--- src/rtl/multicycle_ctrl_pkg.sv ---
// Shared encodings for the multi-cycle RV32I controller, datapath and imm gen.
package multicycle_ctrl_pkg;

  // Controller states
  localparam logic [2:0] S_IDLE   = 3'd0;
  localparam logic [2:0] S_FETCH  = 3'd1;
  localparam logic [2:0] S_DECODE = 3'd2;
  localparam logic [2:0] S_EXEC   = 3'd3;
  localparam logic [2:0] S_MEM    = 3'd4;
  localparam logic [2:0] S_WB     = 3'd5;
  localparam logic [2:0] S_TRAP   = 3'd6;

  // RV32I major opcodes
  localparam logic [6:0] OPC_LUI    = 7'b0110111;
  localparam logic [6:0] OPC_AUIPC  = 7'b0010111;
  localparam logic [6:0] OPC_JAL    = 7'b1101111;
  localparam logic [6:0] OPC_JALR   = 7'b1100111;
  localparam logic [6:0] OPC_BRANCH = 7'b1100011;
  localparam logic [6:0] OPC_LOAD   = 7'b0000011;
  localparam logic [6:0] OPC_STORE  = 7'b0100011;
  localparam logic [6:0] OPC_OP_IMM = 7'b0010011;
  localparam logic [6:0] OPC_OP     = 7'b0110011;

  // Immediate generator type select
  localparam logic [2:0] IMM_I = 3'b000;
  localparam logic [2:0] IMM_S = 3'b001;
  localparam logic [2:0] IMM_B = 3'b010;
  localparam logic [2:0] IMM_U = 3'b011;
  localparam logic [2:0] IMM_J = 3'b100;

  // Next-PC source
  localparam logic [1:0] PC_PLUS4 = 2'b00;
  localparam logic [1:0] PC_IMM   = 2'b01;
  localparam logic [1:0] PC_ALU   = 2'b10;

  // Register writeback source
  localparam logic [1:0] WB_ALU  = 2'b00;
  localparam logic [1:0] WB_LOAD = 2'b01;
  localparam logic [1:0] WB_PC4  = 2'b10;

  // ALU operand and operation selects
  localparam logic [1:0] ALU_A_RS1  = 2'b00;
  localparam logic [1:0] ALU_A_PC   = 2'b01;
  localparam logic [1:0] ALU_A_ZERO = 2'b10;
  localparam logic       ALU_B_RS2  = 1'b0;
  localparam logic       ALU_B_IMM  = 1'b1;
  localparam logic [1:0] ALU_ADD    = 2'b00;
  localparam logic [1:0] ALU_FUNCT  = 2'b01;
  localparam logic [1:0] ALU_CMP    = 2'b10;

  // Trap causes
  localparam logic [1:0] CAUSE_NONE    = 2'b00;
  localparam logic [1:0] CAUSE_ILLEGAL = 2'b01;
  localparam logic [1:0] CAUSE_TIMEOUT = 2'b10;

  typedef struct packed {
    logic [2:0] imm_sel;
    logic [1:0] alu_a_sel;
    logic       alu_b_sel;
    logic [1:0] alu_op;
    logic       legal;
  } op_dec_t;

  // Per-opcode immediate type and ALU operand/operation selection
  function automatic op_dec_t decode_op(input logic [6:0] opcode);
    op_dec_t d;
    d.imm_sel   = IMM_I;
    d.alu_a_sel = ALU_A_RS1;
    d.alu_b_sel = ALU_B_IMM;
    d.alu_op    = ALU_ADD;
    d.legal     = 1'b1;
    case (opcode)
      OPC_OP: begin
        d.alu_b_sel = ALU_B_RS2;
        d.alu_op    = ALU_FUNCT;
      end
      OPC_OP_IMM: d.alu_op = ALU_FUNCT;
      OPC_LOAD, OPC_JALR: ;
      OPC_STORE: d.imm_sel = IMM_S;
      OPC_LUI: begin
        d.imm_sel   = IMM_U;
        d.alu_a_sel = ALU_A_ZERO;
      end
      OPC_AUIPC: begin
        d.imm_sel   = IMM_U;
        d.alu_a_sel = ALU_A_PC;
      end
      OPC_JAL: begin
        d.imm_sel   = IMM_J;
        d.alu_a_sel = ALU_A_PC;
      end
      OPC_BRANCH: begin
        d.imm_sel   = IMM_B;
        d.alu_b_sel = ALU_B_RS2;
        d.alu_op    = ALU_CMP;
      end
      default: d.legal = 1'b0;
    endcase
    return d;
  endfunction

endpackage

--- src/rtl/multicycle_ctrl_mem_wait_timer.sv ---
// Counts cycles an un-acked memory request has been outstanding and flags the timeout.
module multicycle_ctrl_mem_wait_timer #(
  parameter int unsigned TIMEOUT_CYC = 255
) (
  input  logic clk,
  input  logic rst_n,
  input  logic req_active,
  input  logic mem_ack,
  output logic timeout_c
);

  // Counter only ever needs to hold TIMEOUT_CYC-1 before the trap clears it
  localparam int unsigned CW = (TIMEOUT_CYC > 1) ? $clog2(TIMEOUT_CYC) : 1;

  logic [CW-1:0] count_q;

  // Restarts whenever no request is pending (state entry) or on ack
  always_ff @(posedge clk or negedge rst_n) begin
    if (!rst_n) begin
      count_q <= '0;
    end else if (!req_active || mem_ack) begin
      count_q <= '0;
    end else begin
      count_q <= count_q + CW'(1);
    end
  end

  // Fires on the last waiting cycle; a same-cycle ack takes precedence
  assign timeout_c = (TIMEOUT_CYC != 0) && req_active && !mem_ack &&
                     (count_q == CW'(TIMEOUT_CYC - 1));

endmodule

--- src/rtl/multicycle_ctrl.sv ---
// Multi-cycle RV32I control FSM: fetch/decode/exec/mem/wb sequencing and traps.
module multicycle_ctrl #(
  parameter int unsigned CNT_W       = 32,
  parameter int unsigned TIMEOUT_CYC = 255
) (
  input  logic             clk,
  input  logic             rst_n,
  input  logic             run,
  input  logic [6:0]       opcode,
  input  logic             branch_cond,
  input  logic             mem_ack,
  output logic             mem_req,
  output logic             mem_we,
  output logic             mem_is_fetch,
  output logic             ir_we,
  output logic             pc_we,
  output logic [1:0]       pc_sel,
  output logic [2:0]       imm_sel,
  output logic [1:0]       alu_a_sel,
  output logic             alu_b_sel,
  output logic [1:0]       alu_op,
  output logic             reg_we,
  output logic [1:0]       wb_sel,
  output logic             trap,
  output logic [1:0]       trap_cause,
  output logic [CNT_W-1:0] retired,
  output logic [2:0]       state_dbg
);
  import multicycle_ctrl_pkg::*;

  logic [2:0]       state_q, state_d;
  logic [CNT_W-1:0] retired_q;
  logic             trap_q;
  logic [1:0]       trap_cause_q;
  logic             retire_c;
  logic [1:0]       cause_c;
  logic             req_active_c;
  logic             timeout_c;
  op_dec_t          dec_c;
  logic             is_load, is_store, is_branch, is_jal, is_jalr;

  assign dec_c     = decode_op(opcode);
  assign is_load   = (opcode == OPC_LOAD);
  assign is_store  = (opcode == OPC_STORE);
  assign is_branch = (opcode == OPC_BRANCH);
  assign is_jal    = (opcode == OPC_JAL);
  assign is_jalr   = (opcode == OPC_JALR);

  // Memory port is busy exactly in FETCH and MEM; kept separate to avoid a loop via the timer
  assign req_active_c = (state_q == S_FETCH) || (state_q == S_MEM);

  multicycle_ctrl_mem_wait_timer #(
    .TIMEOUT_CYC (TIMEOUT_CYC)
  ) u_wait_timer (
    .clk        (clk),
    .rst_n      (rst_n),
    .req_active (req_active_c),
    .mem_ack    (mem_ack),
    .timeout_c  (timeout_c)
  );

  // State register
  always_ff @(posedge clk or negedge rst_n) begin
    if (!rst_n) begin
      state_q <= S_IDLE;
    end else begin
      state_q <= state_d;
    end
  end

  // Next-state and datapath control decode
  always_comb begin
    state_d      = state_q;
    mem_req      = 1'b0;
    mem_we       = 1'b0;
    mem_is_fetch = 1'b0;
    ir_we        = 1'b0;
    pc_we        = 1'b0;
    pc_sel       = PC_PLUS4;
    imm_sel      = IMM_I;
    alu_a_sel    = ALU_A_RS1;
    alu_b_sel    = ALU_B_RS2;
    alu_op       = ALU_ADD;
    reg_we       = 1'b0;
    wb_sel       = WB_ALU;
    retire_c     = 1'b0;
    cause_c      = CAUSE_NONE;

    if (state_q inside {S_DECODE, S_EXEC, S_MEM, S_WB}) begin
      imm_sel = dec_c.imm_sel;
    end
    // Operands stay selected through MEM/WB so the address and JALR target hold steady
    if (state_q inside {S_EXEC, S_MEM, S_WB}) begin
      alu_a_sel = dec_c.alu_a_sel;
      alu_b_sel = dec_c.alu_b_sel;
      alu_op    = dec_c.alu_op;
    end

    case (state_q)
      S_IDLE: begin
        if (run) state_d = S_FETCH;
      end
      S_FETCH: begin
        mem_req      = 1'b1;
        mem_is_fetch = 1'b1;
        if (mem_ack) begin
          ir_we   = 1'b1;
          state_d = S_DECODE;
        end else if (timeout_c) begin
          state_d = S_TRAP;
          cause_c = CAUSE_TIMEOUT;
        end
      end
      S_DECODE: begin
        if (dec_c.legal) begin
          state_d = S_EXEC;
        end else begin
          state_d = S_TRAP;
          cause_c = CAUSE_ILLEGAL;
        end
      end
      S_EXEC: begin
        if (is_branch) begin
          pc_we    = 1'b1;
          pc_sel   = branch_cond ? PC_IMM : PC_PLUS4;
          retire_c = 1'b1;
          state_d  = run ? S_FETCH : S_IDLE;
        end else if (is_load || is_store) begin
          state_d = S_MEM;
        end else begin
          state_d = S_WB;
        end
      end
      S_MEM: begin
        mem_req = 1'b1;
        mem_we  = is_store;
        if (mem_ack) begin
          if (is_store) begin
            pc_we    = 1'b1;
            retire_c = 1'b1;
            state_d  = run ? S_FETCH : S_IDLE;
          end else begin
            state_d = S_WB;
          end
        end else if (timeout_c) begin
          state_d = S_TRAP;
          cause_c = CAUSE_TIMEOUT;
        end
      end
      S_WB: begin
        reg_we   = 1'b1;
        pc_we    = 1'b1;
        retire_c = 1'b1;
        if (is_load) begin
          wb_sel = WB_LOAD;
        end else if (is_jal || is_jalr) begin
          wb_sel = WB_PC4;
        end
        if (is_jal) begin
          pc_sel = PC_IMM;
        end else if (is_jalr) begin
          pc_sel = PC_ALU;
        end
        state_d = run ? S_FETCH : S_IDLE;
      end
      S_TRAP: state_d = S_TRAP;
      default: state_d = S_IDLE;
    endcase
  end

  // Retired-instruction counter, wraps naturally
  always_ff @(posedge clk or negedge rst_n) begin
    if (!rst_n) begin
      retired_q <= '0;
    end else if (retire_c) begin
      retired_q <= retired_q + CNT_W'(1);
    end
  end

  // Sticky trap flag and cause, captured on entry to TRAP
  always_ff @(posedge clk or negedge rst_n) begin
    if (!rst_n) begin
      trap_q       <= 1'b0;
      trap_cause_q <= CAUSE_NONE;
    end else if ((state_d == S_TRAP) && (state_q != S_TRAP)) begin
      trap_q       <= 1'b1;
      trap_cause_q <= cause_c;
    end
  end

  assign retired    = retired_q;
  assign trap       = trap_q;
  assign trap_cause = trap_cause_q;
  assign state_dbg  = state_q;

endmodule

--- config.mk ---
export PLATFORM = sky130hd
export DESIGN_NAME = multicycle_ctrl
export DESIGN_NICKNAME = d
export VERILOG_FILES = /design/src/rtl/multicycle_ctrl_pkg.sv /design/src/rtl/multicycle_ctrl_mem_wait_timer.sv /design/src/rtl/multicycle_ctrl.sv
export SDC_FILE = /design/constraint.sdc
export NUM_CORES = 1
export LEC_CHECK = 0
export CORE_AREA = 4 4 81 83
export CTS_CLUSTER_DIAMETER = 40
export DETAILED_ROUTE_END_ITERATION = 12
export DIE_AREA = 0 0 85 87
export PLACE_DENSITY = 0.8
export REMOVE_ABC_BUFFERS = 1
export SLEW_MARGIN = 5
export SYNTH_ARGS = -nofsm -noshare
export SYNTH_HDL_FRONTEND = slang
export SYNTH_HIERARCHICAL = 1
export SYNTH_SLANG_ARGS = --single-unit
--- constraint.sdc ---
create_clock -name clk -period 3 [get_ports clk]
set_clock_uncertainty 0.05 [all_clocks]
set_input_delay 0.3 -clock clk [delete_from_list [all_inputs] [get_ports clk]]
set_output_delay 0.3 -clock clk [all_outputs]
set_load 0.02 [all_outputs]
# [Word-level counts from Yosys, hierarchy flattened]
# Cells that the tools add are included.
[totals] reg_bits=46 inputBits=12 output_inout_bits=56 word_cells=85
[op_classes] n_reduce_logical=18 eq_ne=18 n_mux=42 n_addsub=2
[ops] cell="$add A32 B1 Y32 const B" n=1
[ops] cell="$mux W3" n=8
[ops] cell="$eq A7 B6 Y1 const B" n=3
[ops] cell="$eq A7 B7 Y1 const B" n=3
[ops] cell="$pmux W3 S7" n=1
[ops] cell="$mux W2" n=9
[ops] cell="$mux W1" n=17
[ops] cell="$pmux W2 S2" n=4
[ops] cell="$eq A7 B5 Y1 const B" n=2
[ops] cell="$eq A3 B3 Y1 const B" n=4
[ops] cell="$pmux W3 S4" n=1
[ops] cell="$reduce_or A2 Y1" n=5
[ops] cell="$reduce_or A9 Y1" n=1
[ops] cell="$add A8 B1 Y8 const B" n=1
[ops] cell="$eq A8 B8 Y1 const B" n=1
[ops] cell="$mux W8" n=1
[ops] cell="$eq A7 B2 Y1 const B" n=1
[ops] cell="$eq A3 B2 Y1 const B" n=2
[ops] cell="$logic_or A1 B1 Y1" n=4
[ops] cell="$reduce_bool A4 Y1" n=1
[ops] cell="$eq A3 B1 Y1 const B" n=1
[ops] cell="$logic_and A1 B1 Y1" n=3
[ops] cell="$logic_not A3 Y1" n=1
[ops] cell="$ne A3 B3 Y1 const B" n=1
[ops] cell="other kinds (3)" n=4

# [Logic depth before layout (Yosys ltp)]
# Gate-level depths: netlist (run 1).
[depth] depth_word=9 depth_mapped=11 ltp_nobuf=9

# [Hierarchy]
# Netlist (run 1), hierarchy kept.
[modules_own_cells] module="multicycle_ctrl" cells_per_inst=238 seq_area_each_um2=950.9 area_each_um2=2228.4 instances=1
[modules_own_cells] module="multicycle_ctrl_mem_wait_timer" cells_per_inst=38 seq_area_each_um2=200.2 area_each_um2=376.6 instances=1

# [Least setup slack after synthesis (run 1)]
# Ideal clock, no wire load.
[synth_timing] kind="register -> register" from="register state_q[2], in the netlist state_dbg[2]" to="register trap_cause_q[0], in the netlist trap_cause[0]" path_slack_ns=0.288 period_less_slack_ns=2.712 stages_incl_launch_ff=11 arrival_ns=2.544 required_ns=2.832 path_buffers=2 setup_ns=0.118 cell_sequence="dfrtp_1 > clkbuf_1 > nand2b_1 > a21oi_1 > nand2b_1 > clkbuf_1 > nor3_1 > nor2b_1 > a221o_1 > o211ai_1 > a21o_1"
[synth_via] elab_chain_cells=9 word_cells_on_any_way=20 classes_between="eq/ne: 8; mux: 6; reduce/logical: 6"
[synth_rtl] element="from (decl)" line_no="multicycle_ctrl.sv:31" source="logic [2:0] state_q, state_d;"
[synth_rtl] element="from (signal assigned)" line_no="multicycle_ctrl.sv:67" source="state_q <= state_d;"
[synth_rtl] element="$eq A3 B1 Y1 or $eq A3 B3 Y1 (tied branches)" line_no="multicycle_ctrl.sv:50" source="assign req_active_c = (state_q == S_FETCH) || (state_q == S_MEM);"
[synth_rtl] element="$logic_or A1 B1 Y1 *" line_no="multicycle_ctrl.sv:50"
[synth_rtl] element="$logic_and A1 B1 Y1 * (2 in series)" line_no="multicycle_ctrl_mem_wait_timer.sv:29" source="assign timeout_c = (TIMEOUT_CYC != 0) && req_active && !mem_ack &&"
[synth_rtl] element="named net timeout_c" line_no="multicycle_ctrl.sv:38" source="logic timeout_c;"
[synth_rtl] element="$mux W3 *" line_no="multicycle_ctrl.sv:109, multicycle_ctrl.sv:145"
[synth_rtl] element="$mux W3 (on tied branches)" line_no="multicycle_ctrl.sv:137, multicycle_ctrl.sv:106"
[synth_rtl] element="$pmux W3 S7 *" line_no="multicycle_ctrl.sv:99" source="case (state_q)"
[synth_rtl] element="$eq A3 B3 Y1 *" line_no="multicycle_ctrl.sv:185" source="end else if ((state_d == S_TRAP) && (state_q != S_TRAP)) begin"
[synth_rtl] element="$logic_and A1 B1 Y1 *" line_no="multicycle_ctrl.sv:185"
[synth_rtl] element="to (signal assigned)" line_no="multicycle_ctrl.sv:187" source="trap_cause_q <= cause_c;"
[synth_rtl] element="to (decl)" line_no="multicycle_ctrl.sv:34" source="logic [1:0] trap_cause_q;"
# Mark *: on every way through the listed nets, which the timed path passes. The rest lies on a longest branch.
# A chain may end at the register's enable or synchronous reset.

# [Worst setup path after layout (run 1)]
[layout_timing] from="register state_q[0], in the netlist state_dbg[0]" to="output wb_sel[0]"
[layout_via] elab_chain_cells=2
[layout_rtl] element="$eq A3 B3 Y1" line_no="multicycle_ctrl.sv:99"
[layout_rtl] element="$mux W2" line_no="multicycle_ctrl.sv:99"
[layout_rtl] element="to (decl)" line_no="multicycle_ctrl.sv:23" source="output logic [1:0] wb_sel,"
# Every way passes these cells.

==> summary.txt, run 1 <==
Fmax achieved = 362 MHz
Clock tree buffer depth = 2
Hold crit path type = in -> async
Static leakage = 1.28 nW
DRT Pass-1 Iters = 5
Antenna Cells = 0
Total gr overflow = 0
P per Cell Area = 549 nW/um2
Final Hold Fails = 0
Post-Route WL = 6420 um
Die Height = 87 um
CTS H-tree lvls = 2
Synth top area share = 0.442
Worst skew pair latency = 300 ps
Status = finished, final reports clean
VDD IR max = 0.434 mV
Root Driver = clkbuf_8
CP arrival = 2420 ps
Initial Utilization = 0.445
Site Rows = 28
Largest area contributor in the netlist = dfrtp_1
Via/cell ratio = 5.60
CP Launch Type = flip-flop
Synth cell types = 53
Worst slew margin = 0.320
Clock Pin Slew Worst Setup and Hold Paths = 90 ps
Clock sinks = 46
CP Class = reg -> out
Remaining antenna violation count = 0
Setup crit end kind = output pin
Post-synth EDFFs = 0
End-of-flow core utilization = 0.588
Top post-synthesis cells by count = dfrtp_1 (46), nand2_1 (27), xnor2_1 (25)
Port Buffers = 67
Max cap viols = 0
Fin. max-slew vios = 0
Nets = 362
Layout Cells excl Fill = 422
Unrepaired setup endpoints after global routing = false
Hpwl dp = 4760 um
Global-route wire length before repair = 10600 um
Drt first-iter violations = 193
P&R area growth vs syn = 32.1%
Routed length per instance = 15.2 um
#FFs+latches synth = 46
Die ar. = 7400 um2
Total power = 1.89 mW
Fin crit period = 2770 ps
Avg Cell Area, Syn = 9.44 um2
Slew @ Worst Pin = 1020 ps
Initial antenna violation count = 0
Crit Path Max Fanout = 14
Yosys warning count = 6
Routability cong. = 0.872
Mapped Cells = 276
Vias in the first global route = 2242
Ys flop type = dfrtp_1
Finish-stage setup viols = 0
Largest net degree at the start of global routing = 47
Req. time, crit path = 2650 ps
Layout cell share with drive strength beyond 1 = 0.0778
Crit share post-route = 0.922
Top-count cell post-synth = dfrtp_1
IO Pins = 68
Seq/Total Area, Yosys = 0.442
Routed via count = 2362
Area contributors post-synth = dfrtp_1 (44%), xnor2_1 (8.4%), nand3_1 (4.0%)
Placed Cells = 414
TritonCTS buffer count = 5
Async S/R FF share, synth = 1.00
DRC Markers = 0
GRT Util Overall = 0.177
TNS Setup = 0 ps
Core area = 5850 um2
Die width = 85 um
CTS tree = built
Post-CTS setup buffers = 0
Syn Std Cell Area = 2600 um2
-- per-layer routing --
| layer | track usage | up-vias | part of all wire |
|---|---|---|---|
| met5 | 0 | - | 0 |
| met4 | 0.0302 | 0 | 0.010 |
| met3 | 0.0407 | 7 | 0.058 |
| met2 | 0.299 | 71 | 0.49 |
| met1 | 0.235 | 1154 | 0.44 |
| li1 | - | 1130 | - |
-- cell families after synthesis --
kind of cell / synth area share
AND/OR/NAND/NOR: 0.271
flip-flops: 0.442
XOR/XNOR: 0.118
buffers and inverters: 0.0403
AO/OA/AOI/OAI: 0.110
adder cells (fa/ha/maj): 0.0192
-- sequential cells by signal (all words and copies together) (netlist names) --
signal and count:
retired 32, state_dbg 3, trap 1, trap_cause 2, u_wait_timer/count_q 8
-- layout make-up --
cell class | instances | area, um2
Clock buffer | 5 | 68.8
Inverter | 10 | 37.5
Sequential cell | 46 | 1150
Tap cell | 75 | 93.8
Multi-Input combinational cell | 209 | 1350
Timing Repair Buffer | 74 | 718
Fill cell | 492 | 2410
Clock inverter | 3 | 21.3
-- path summary, 6_finish.rpt --
check                              from             to  slack, ps  cells past startpoint
setup / recovery           state_dbg[0]      wb_sel[0]        230                      4
setup reg to reg           state_dbg[0]  trap_cause[0]        520                      8
max in group asynchronous         rst_n   state_dbg[2]       2110                      1
hold / removal                    rst_n   state_dbg[0]        110                      1
min in group clk            retired[31]    retired[31]        430                      1
hold reg to reg             retired[31]    retired[31]        430                      1
-- critical path: stages (launching register included) --
cell             delay (ps)
dfrtp_1                 600
nand3_1                 330
or3_1                   390
nor3_1                  160
clkdlybuf4s50_1         640
-- layout by cell type, fill, tap and decap left out, drive strengths merged, types with 2 or more instances in the layout --
cell type      count
or2                2
nor3b              2
nor2b              3
and3               5
a31oi              2
or3                5
ha                 4
nand2b             5
nand2             27
and4bb             2
clkdlybuf4s50     66
clkinv             2
inv               10
xnor2             25
xor2              10
o21ai              7
and3b              2
buf                8
clkbuf             5
o22ai              2
a21oi             15
nor2              15
a2111oi            3
and2               3
and4               3
nand4             13
nor3              16
nand3             22
dfrtp             46
-- stage by stage --
stage                     setup WS (ps)  instance area, um2  hold WS, ps
after CTS                           104                3440          134
after floorplan                     307                2540        -45.6
after global routing                106                3440          200
after detailed placement            329                3350          421
final                               234                3440          108
after global placement              375                3350          412
-- power by group --
part / leakage (nW) / internal, mW / switching [mW]
Combinational: 0.641 / 0.318 / 0.421
Sequential: 0.593 / 0.676 / 0.100
Clock: 0.0441 / 0.164 / 0.212
-- timing repair --
item,4_1_cts,5_1_grt
setup endpoints to repair,0,1
hold buffers,0,0
gates resized for setup,0,1
No activity file was read; power rests on OpenSTA's default activity.
==> run 2: changes to the inputs <==
--- a/config.mk
+++ b/config.mk
@@ -5,6 +5,7 @@
 export SDC_FILE = /design/constraint.sdc
 export NUM_CORES = 1
 export LEC_CHECK = 0
+export CAP_MARGIN = 20
 export CORE_AREA = 4 4 81 83
 export CTS_CLUSTER_DIAMETER = 40
 export DETAILED_ROUTE_END_ITERATION = 12
==> summary.txt, run 2 (synthesized netlist as in run 1, its figures left out) <==
Fill cells = 489 (was 492)
Die width = 85 um (unchanged)
Site Rows = 28 (unchanged)
VDD IR max = 0.437 mV (was 0.434 mV)
Most frequent cells in the layout = clkdlybuf4s50_1 (66), dfrtp_1 (45), nand2_1 (27) (unchanged)
Fin. max-slew vios = 0 (unchanged)
Final Hold Slack = 315 ps (was 108 ps)
Req. time, crit path = 2650 ps (about the same)
Unrepaired setup endpoints after global routing = false (unchanged)
Clock tree buffer depth = 2 (unchanged)
Initial antenna violation count = 0 (unchanged)
Layout Cells excl Fill = 424 (was 422)
Core area = 5850 um2 (unchanged)
Worst R2R Path Depth = 8 (unchanged)
Static leakage = 1.29 nW (was 1.28 nW)
Remaining antenna violation count = 0 (unchanged)
Routability cong. = 0.872 (unchanged)
Fmax achieved = 359 MHz (was 362 MHz)
Post-CTS setup buffers = 0 (unchanged)
Die Height = 87 um (unchanged)
Routed length per instance = 15.1 um (was 15.2 um)
Worst skew pair latency = 310 ps (was 300 ps)
CP arrival = 2430 ps (was 2420 ps)
Vias in the first global route = 2242 (unchanged)
P&R area growth vs syn = 33.2% (was 32.1%)
Clock sinks = 46 (unchanged)
CTS tree = built (unchanged)
Max reg flops = 32 (unchanged)
Worst-path cell chain = nand3_1, or3_1, nor3_1, clkdlybuf4s50_1 (unchanged)
Finish-stage setup viols = 0 (unchanged)
Max cap viols = 0 (unchanged)
CTS H-tree lvls = 2 (unchanged)
Clock Pin Slew Worst Setup and Hold Paths = 90 ps (about the same)
Largest net degree at the start of global routing = 47 (unchanged)
DRT Pass-1 Iters = 4 (was 5)
Drt first-iter violations = 161 (was 193)
CP max stage cell = clkdlybuf4s50_1 (unchanged)
Hpwl dp = 4760 um (unchanged)
Port Buffers = 67 (unchanged)
TNS Setup = 0 ps (unchanged)
Worst slew margin = 0.541 (was 0.320)
Final Hold Fails = 0 (unchanged)
Routed via count = 2360 (was 2362)
TritonCTS buffer count = 5 (unchanged)
GRT Util Overall = 0.177 (unchanged)
Layout cell share with drive strength beyond 1 = 0.0802 (was 0.0778)
Crit Path Max Fanout = 14 (unchanged)
Via/cell ratio = 5.57 (was 5.60)
Commonest non-fill, non-tap cell in the layout = clkdlybuf4s50_1 (unchanged)
Root Driver = clkbuf_8 (unchanged)
Hold crit path type = in -> async (unchanged)
Die ar. = 7400 um2 (unchanged)
Total gr overflow = 0 (unchanged)
IO Pins = 68 (unchanged)
Fin crit period = 2780 ps (was 2770 ps)
Post-Route WL = 6400 um (was 6420 um)
Slew @ Worst Pin = 686 ps (was 1020 ps)
DRC Markers = 0 (unchanged)
Nets = 364 (was 362)
Global-route wire length before repair = 10600 um (unchanged)
CP Class = reg -> out (unchanged)
Antenna Cells = 0 (unchanged)
P per Cell Area = 546 nW/um2 (was 549 nW/um2)
Crit share post-route = 0.928 (was 0.922)
Placed Cells = 414 (unchanged)
Setup crit end kind = output pin (unchanged)
Status = finished, final reports clean (unchanged)
Initial Utilization = 0.445 (unchanged)
Worst path max stage delay = 640 ps (about the same)
CP Launch Type = flip-flop (unchanged)
[run 2: what timing repair did]
item / CTS / global route
endpoints found under the hold margin: 0 / 5
hold buffers: 0 / 1
setup endpoints to repair: 0 / 1
gates resized for setup: 0 / 1
[run 2: power by group]
part | switching, mW | internal [mW] | leakage [nW] | total [mW]
Combinational | 0.421 | 0.322 | 0.654 | 0.742
Clock | 0.214 | 0.164 | 0.0441 | 0.377
Sequential | 0.101 | 0.676 | 0.593 | 0.777
Total | 0.735 | 1.16 | 1.29 | 1.90
[run 2: critical path, delay by kind of cell, from the launching register on]
kind,cells,cell delay (ps)
simple gates,3,880
flops,1,600
buf+inv,1,640
[run 2: final cells by class]
type / count / area, um2 / area share
clock buffers: 5 / 68.8 / 0.0198
flip-flops and latches: 46 / 1150 / 0.332
repair buffers: 76 / 748 / 0.216
multi-input cells: 209 / 1350 / 0.389
well taps: 75 / 93.8 / 0.0270
inverters: 10 / 37.5 / 0.0108
clock inverters: 3 / 21.3 / 0.00613
[run 2: final timing paths]
kind	start	endpoint	slack, ps
worst max register to register	state_dbg[0]	trap_cause[0]	510
worst min-delay path	rst_n	state_dbg[0]	320
worst min register to register	retired[31]	retired[31]	430
worst max-delay path	state_dbg[0]	wb_sel[0]	220
min in group clk	retired[31]	retired[31]	430
max in group asynchronous	rst_n	retired[25]	2100
[run 2: routing by layer]
layer,vias up,routed length (um),share of wire,track usage
met5,-,0,0,0
met4,0,47,0.0073,0.0302
met3,5,372,0.058,0.0407
met2,68,3160,0.49,0.299
met1,1152,2820,0.44,0.235
li1,1135,-,-,-
[run 2: metrics by stage]
step           cell area [um2]  utilization  setup slack (ps)  power, mW
3_5_place_dp              3350        0.572               329       1.52
4_1_cts                   3440        0.588               104       1.90
5_1_grt                   3470        0.593               106       2.01
3_3_place_gp              3350        0.572               375       1.50
6_report                  3470        0.593               217       1.90
2_1_floorplan             2540            -               307       1.18
